--- src/rtl/uart_tx_arbiter.sv ---
// rtl/uart_tx_arbiter.sv - round-robin arbiter sharing one uart_tx between NUM_REQ byte sources.
// Optional watchdog abort of a stuck frame: define UART_ARB_WDOG_EN.
`timescale 1ns/1ps
module uart_tx_arbiter #(
  parameter int NUM_REQ     = 4,
  parameter int DATA_W      = 8,
  parameter int WDOG_CYCLES = 12000
) (
  input  logic                        clk,
  input  logic                        rst,
  input  logic [NUM_REQ-1:0]          req,
  input  logic [NUM_REQ*DATA_W-1:0]   req_data,
  output logic [NUM_REQ-1:0]          ack,
  output logic                        tx_start,
  output logic [DATA_W-1:0]           tx_data,
  input  logic                        tx_busy,
  input  logic                        tx_done,
  output logic [$clog2(NUM_REQ)-1:0]  grant_id,
  output logic                        arb_busy,
  output logic                        wdog_err
);
  localparam int IDX_W = $clog2(NUM_REQ);

  typedef enum logic [1:0] {IDLE, START, WAIT_DONE} state_t;

  state_t              state_q, state_d;
  logic [IDX_W-1:0]    last_q, last_d;
  logic [IDX_W-1:0]    grant_q, grant_d;
  logic [DATA_W-1:0]   tx_data_q, tx_data_d;
  logic [NUM_REQ-1:0]  ack_q, ack_d;
  logic                tx_start_q, tx_start_d;
  logic                arb_busy_q, arb_busy_d;
  logic                wdog_err_q, wdog_err_d;
  logic [IDX_W-1:0]    winner;
  logic                found;
  int                  idx;

`ifdef UART_ARB_WDOG_EN
  localparam int CNT_W = $clog2(WDOG_CYCLES + 1);
  logic [CNT_W-1:0]    cnt_q, cnt_d;
`else
  logic                wdog_unused;
  assign wdog_unused = (WDOG_CYCLES != 0);
`endif

  // Search starts just after the last served requester, wrapping modulo NUM_REQ.
  always_comb begin
    found  = 1'b0;
    winner = '0;
    idx    = 0;
    for (int k = 1; k <= NUM_REQ; k++) begin
      idx = (int'(last_q) + k) % NUM_REQ;
      if (!found && req[IDX_W'(idx)]) begin
        found  = 1'b1;
        winner = IDX_W'(idx);
      end
    end
  end

  always_comb begin
    state_d    = state_q;
    last_d     = last_q;
    grant_d    = grant_q;
    tx_data_d  = tx_data_q;
    ack_d      = '0;
    tx_start_d = 1'b0;
    wdog_err_d = 1'b0;
`ifdef UART_ARB_WDOG_EN
    cnt_d      = cnt_q;
`endif
    case (state_q)
      IDLE: begin
        if (found && !tx_busy) begin
          tx_data_d     = req_data[int'(winner)*DATA_W +: DATA_W];
          grant_d       = winner;
          ack_d[winner] = 1'b1;
          tx_start_d    = 1'b1;
          state_d       = START;
        end
      end
      START: begin
        last_d  = grant_q;
        state_d = WAIT_DONE;
`ifdef UART_ARB_WDOG_EN
        cnt_d   = '0;
`endif
      end
      WAIT_DONE: begin
        if (tx_done) begin
          state_d = IDLE;
`ifdef UART_ARB_WDOG_EN
        end else if (cnt_q == CNT_W'(WDOG_CYCLES - 1)) begin
          state_d    = IDLE;
          wdog_err_d = 1'b1;
        end else begin
          cnt_d = cnt_q + 1'b1;
`endif
        end
      end
      default: state_d = IDLE;
    endcase
    arb_busy_d = (state_d != IDLE);
  end

  always_ff @(posedge clk or posedge rst) begin
    if (rst) begin
      state_q    <= IDLE;
      last_q     <= IDX_W'(NUM_REQ - 1);
      grant_q    <= '0;
      tx_data_q  <= '0;
      ack_q      <= '0;
      tx_start_q <= 1'b0;
      arb_busy_q <= 1'b0;
      wdog_err_q <= 1'b0;
`ifdef UART_ARB_WDOG_EN
      cnt_q      <= '0;
`endif
    end else begin
      state_q    <= state_d;
      last_q     <= last_d;
      grant_q    <= grant_d;
      tx_data_q  <= tx_data_d;
      ack_q      <= ack_d;
      tx_start_q <= tx_start_d;
      arb_busy_q <= arb_busy_d;
      wdog_err_q <= wdog_err_d;
`ifdef UART_ARB_WDOG_EN
      cnt_q      <= cnt_d;
`endif
    end
  end

  assign ack      = ack_q;
  assign tx_start = tx_start_q;
  assign tx_data  = tx_data_q;
  assign grant_id = grant_q;
  assign arb_busy = arb_busy_q;
  assign wdog_err = wdog_err_q;
endmodule
--- config.mk ---
export PLATFORM = sky130hd
export DESIGN_NAME = uart_tx_arbiter
export DESIGN_NICKNAME = d
export VERILOG_FILES = /design/src/rtl/uart_tx_arbiter.sv
export SDC_FILE = /design/constraint.sdc
export NUM_CORES = 1
export LEC_CHECK = 0
export CORE_MARGIN = 2
export CORE_UTILIZATION = 30
export DETAILED_ROUTE_END_ITERATION = 6
export GPL_TIMING_DRIVEN = 0
export PLACE_DENSITY = 0.74
export SLEW_MARGIN = 20
export SYNTH_ARGS = -nofsm -noshare
export SYNTH_HDL_FRONTEND = slang
export SYNTH_SLANG_ARGS = --single-unit
--- constraint.sdc ---
create_clock -name clk -period 3.5 [get_ports clk]
set_input_delay 0.7 -clock clk [delete_from_list [all_inputs] [get_ports clk]]
set_output_delay 0.7 -clock clk [all_outputs]
set_load 0.01 [all_outputs]
==> reports/metrics.csv, run 1 <==
stage,metric,value,unit
grt,grt_usage,0.157,
drt,route.detailed.drc,0,
min_path,hold_class,flop to flop,
setup_path,cp_max_fo,10,
synth,synth_top_area_share,0.422,
floorplan,start_util,0.315,
cts,numClockSinks,20,
cts,cts_hold_buf,0,
min_path,worstHoldStart,state_q[1],
sta,finalSetupViolCount,0,
synth,synth-compound-area-share,0.197,
synth,syn_inst,107,
sta,tns,0,ns
layout,num-nets-final,207,
layout,final_common_cell,clkdlybuf4s50_1,
placed_design,place.gp.congestion,0.749,
synth,synth_top_family_by_area,compound AO/OA/AOI/OAI gates,
cts,cts_resized,0,
sta,fmax,414,MHz
layout,syn2layout_area_growth,61.8,%
sta,fin_skew,0.0134,ns
sta,drv_slew,0,
setup_path,worstReg2RegEnd,tx_data[1],
placed_design,placed_cells,208,
grt,grt_max_degree,21,
cts,cts.clk_slew.worst_paths,0.13,ns
synth,syn-cell-area,1070,sq um
drt,routedWlPerCell,14.4,microns
setup_path,r2r_start,state_q[1],
synth,synthTopCellsByArea,"dfrtp_1 (42%), mux2i_1 (8.4%), a221oi_1 (6.6%)",
drt,first_iter_violations,17,
sta,max_slew_margin,0.494,
drt,viasPerCell,4.94,
layout,seq_area,503,sq um
floorplan,io_pins,57,
synth,synthAdderAreaFrac,0,
power,vdd_drop_max,0.307,mV
setup_path,cp-end-kind,flop,
sta,fin_crit_sh,0.690,
drt,dr.pass1.iters,4,
power,p_leak,0.754,nW
synth,avgSynthCellArea,9.99,sq um
cts,htreeDepth,1,
setup_path,crit_required,3.70,ns
synth,ys_types,31,
floorplan,rows,21,
floorplan,coreArea,3390,sq um
setup_path,cp-start-kind,input port,
setup_path,reg2reg_slack,1.49,ns
setup_path,worstPathArrival,2.62,ns
outcome,run_status,completed,
min_path,hold-path-endpoint,state_q[1],
synth,yosysSeqAreaShare,0.471,
synth,ys.warnings.count,0,
sta,period_needed,2.42,ns
layout,final_layout_size_suffix_gt1_frac,0.0904,
cts,cts_tree,built,
synth,synth_top_cell_by_area,dfrtp_1,
cts,cts_made_buffers,3,
sta,finalHoldViolCount,0,
layout,most-common-layout-cells,"clkdlybuf4s50_1 (55), dfrtp_1 (18), nor2_1 (13)",
drt,route.antenna.remaining_nets,0,
placed_design,place.port_buffers,55,
cts,postCtsSetupBuffers,0,
floorplan,die_y,63.7,microns
synth,synthesis.nets,147,
grt,grt_pass1_vias,1057,
cts,clk_path_buf_depth,2,
synth,synth.area.mux_share,0.0843,
sta,tightest_slew,0.758,ns
floorplan,dieArea,4060,sq um
synth,synth-seq-cells,20,
cts,root_buffer,clkbuf_4,
layout,stdcell_count,212,
layout,antenna_cells,0,
setup_path,ff2ff_path_depth,6,
drt,vias,1048,
setup_path,critical_path_class,input port to flop,
job,maxCapViolCount,0,
cts,worstSkewPairLatency,0.32,ns
sta,rsz0062_at_grt,no,
placed_design,hpwl,2.33,mm
synth,synth-simple-area-share,0.181,
power,p_per_area,661,nW/um^2
grt,grt_antenna_before_repair,0,
synth,synth_xor_area_frac,0,
drt,routed_wl,3.05,mm
floorplan,fp.dieW,63.7,microns
grt,overflow,0,
grt,grt_pass1_wl,4.84,mm
layout,multi_input_area,498,sq um
min_path,holdPathStages,2,
layout,n_fill_cell,323,
[metrics by stage]
step / setup slack (ns) / utilization / cell area, sq um / power [mW] / hold slack (ns)
6_report: 1.08 / 0.510 / 1730 / 1.14 / 0.520
2_1_floorplan: 1.50 / - / 1070 / 0.692 / 0.465
3_3_place_gp: 0.847 / 0.495 / 1680 / 0.939 / 0.482
3_5_place_dp: 0.768 / 0.495 / 1680 / 0.953 / 0.487
4_1_cts: 1.07 / 0.510 / 1730 / 1.15 / 0.515
5_1_grt: 0.975 / 0.510 / 1730 / 1.22 / 0.553
[metal layers]
layer	global-route usage	vias up	wire (microns)
met3	0.0375	7	219
met2	0.246	53	1490
li1	-	506	-
met1	0.197	482	1250
met5	0	-	0
met4	0.0870	0	80
[how the worst max path moves through the flow]
| stage | from | to | slack, ns | cells after the start |
|---|---|---|---|---|
| final | tx_busy | tx_data[1] | 1.08 | 7 |
| after global routing | tx_busy | tx_data[1] | 0.98 | 7 |
| after CTS | tx_busy | tx_data[1] | 1.07 | 7 |
| after detailed placement | tx_busy | tx_data[1] | 0.77 | 7 |
| after global placement | tx_busy | tx_data[1] | 0.85 | 7 |
| after floorplan | tx_busy | tx_data[0] | 1.50 | 6 |
[worst max-delay path, stage by stage]
cell and delay, ns:
clkdlybuf4s50_1 0.40, or3_1 0.42, a21oi_2 0.33, nand3_1 0.16, buf_2 0.22, a221oi_1 0.30, a211oi_1 0.09
[synthesized netlist by cell type]
library cell	n
dfrtp_1	18
nor2_1	13
and3_1	10
mux2i_1	9
a221oi_1	8
a211oi_1	7
nand2_1	7
inv_1	5
o21ai_0	3
buf_2	2
buf_4	2
dfstp_2	2
nand2b_1	2
nand3_1	2
a21boi_1	1
a21o_1	1
a21oi_1	1
a21oi_2	1
a31oi_1	1
and2_1	1
buf_12	1
clkbuf_1	1
conb_1	1
nor2b_1	1
nor2b_2	1
o21a_1	1
o21ai_1	1
o21bai_4	1
o22ai_1	1
or2_2	1
or3_1	1
[sequential cells by signal (all words and copies together) (netlist names)]
| signal | count |
|---|---|
| tx_data | 8 |
| ack | 4 |
| last_q | 2 |
| grant_id | 2 |
| state_q | 2 |
| arb_busy | 1 |
| tx_start | 1 |
[final cells by class]
class / count / share of cell area
Clock inverter: 1 / 0.0174
Tap cell: 46 / 0.0333
Clock buffer: 3 / 0.0130
Multi-Input combinational cell: 76 / 0.288
Timing Repair Buffer: 55 / 0.318
Buffer: 6 / 0.0282
Inverter: 5 / 0.0109
Sequential cell: 20 / 0.291
[kinds of logic after synthesis]
kind of cell,after synthesis
compound gates,27
buf+inv,11
flops,20
mux,9
other cells,1
simple gates,39
[report_power, final]
group	switching, mW	internal (mW)	leakage (nW)
clock network	0.0799	0.116	0.0279
registers	0.0515	0.331	0.238
logic	0.258	0.307	0.488
total	0.390	0.754	0.754
Power figures use the tool's default switching activity.
==> run 2: changes to the inputs <==
==> constraint.sdc (replaced) <==
create_clock -name clk -period 2.52 [get_ports clk]
set_input_delay 0.504 -clock clk [delete_from_list [all_inputs] [get_ports clk]]
set_output_delay 0.504 -clock clk [all_outputs]
set_load 0.01 [all_outputs]
==> results of run 2 <==
The final DEF is identical to that of run 1. Status: completed.
Among the figures that moved: setup slack after placement 0.768 ns -> -0.0164 ns; setup slack after layout 1.08 ns -> 0.301 ns; register-to-register setup slack 1.49 ns -> 0.51 ns; total power 1.14 mW -> 1.59 mW; worst IR drop on VDD 0.307 mV -> 0.427 mV
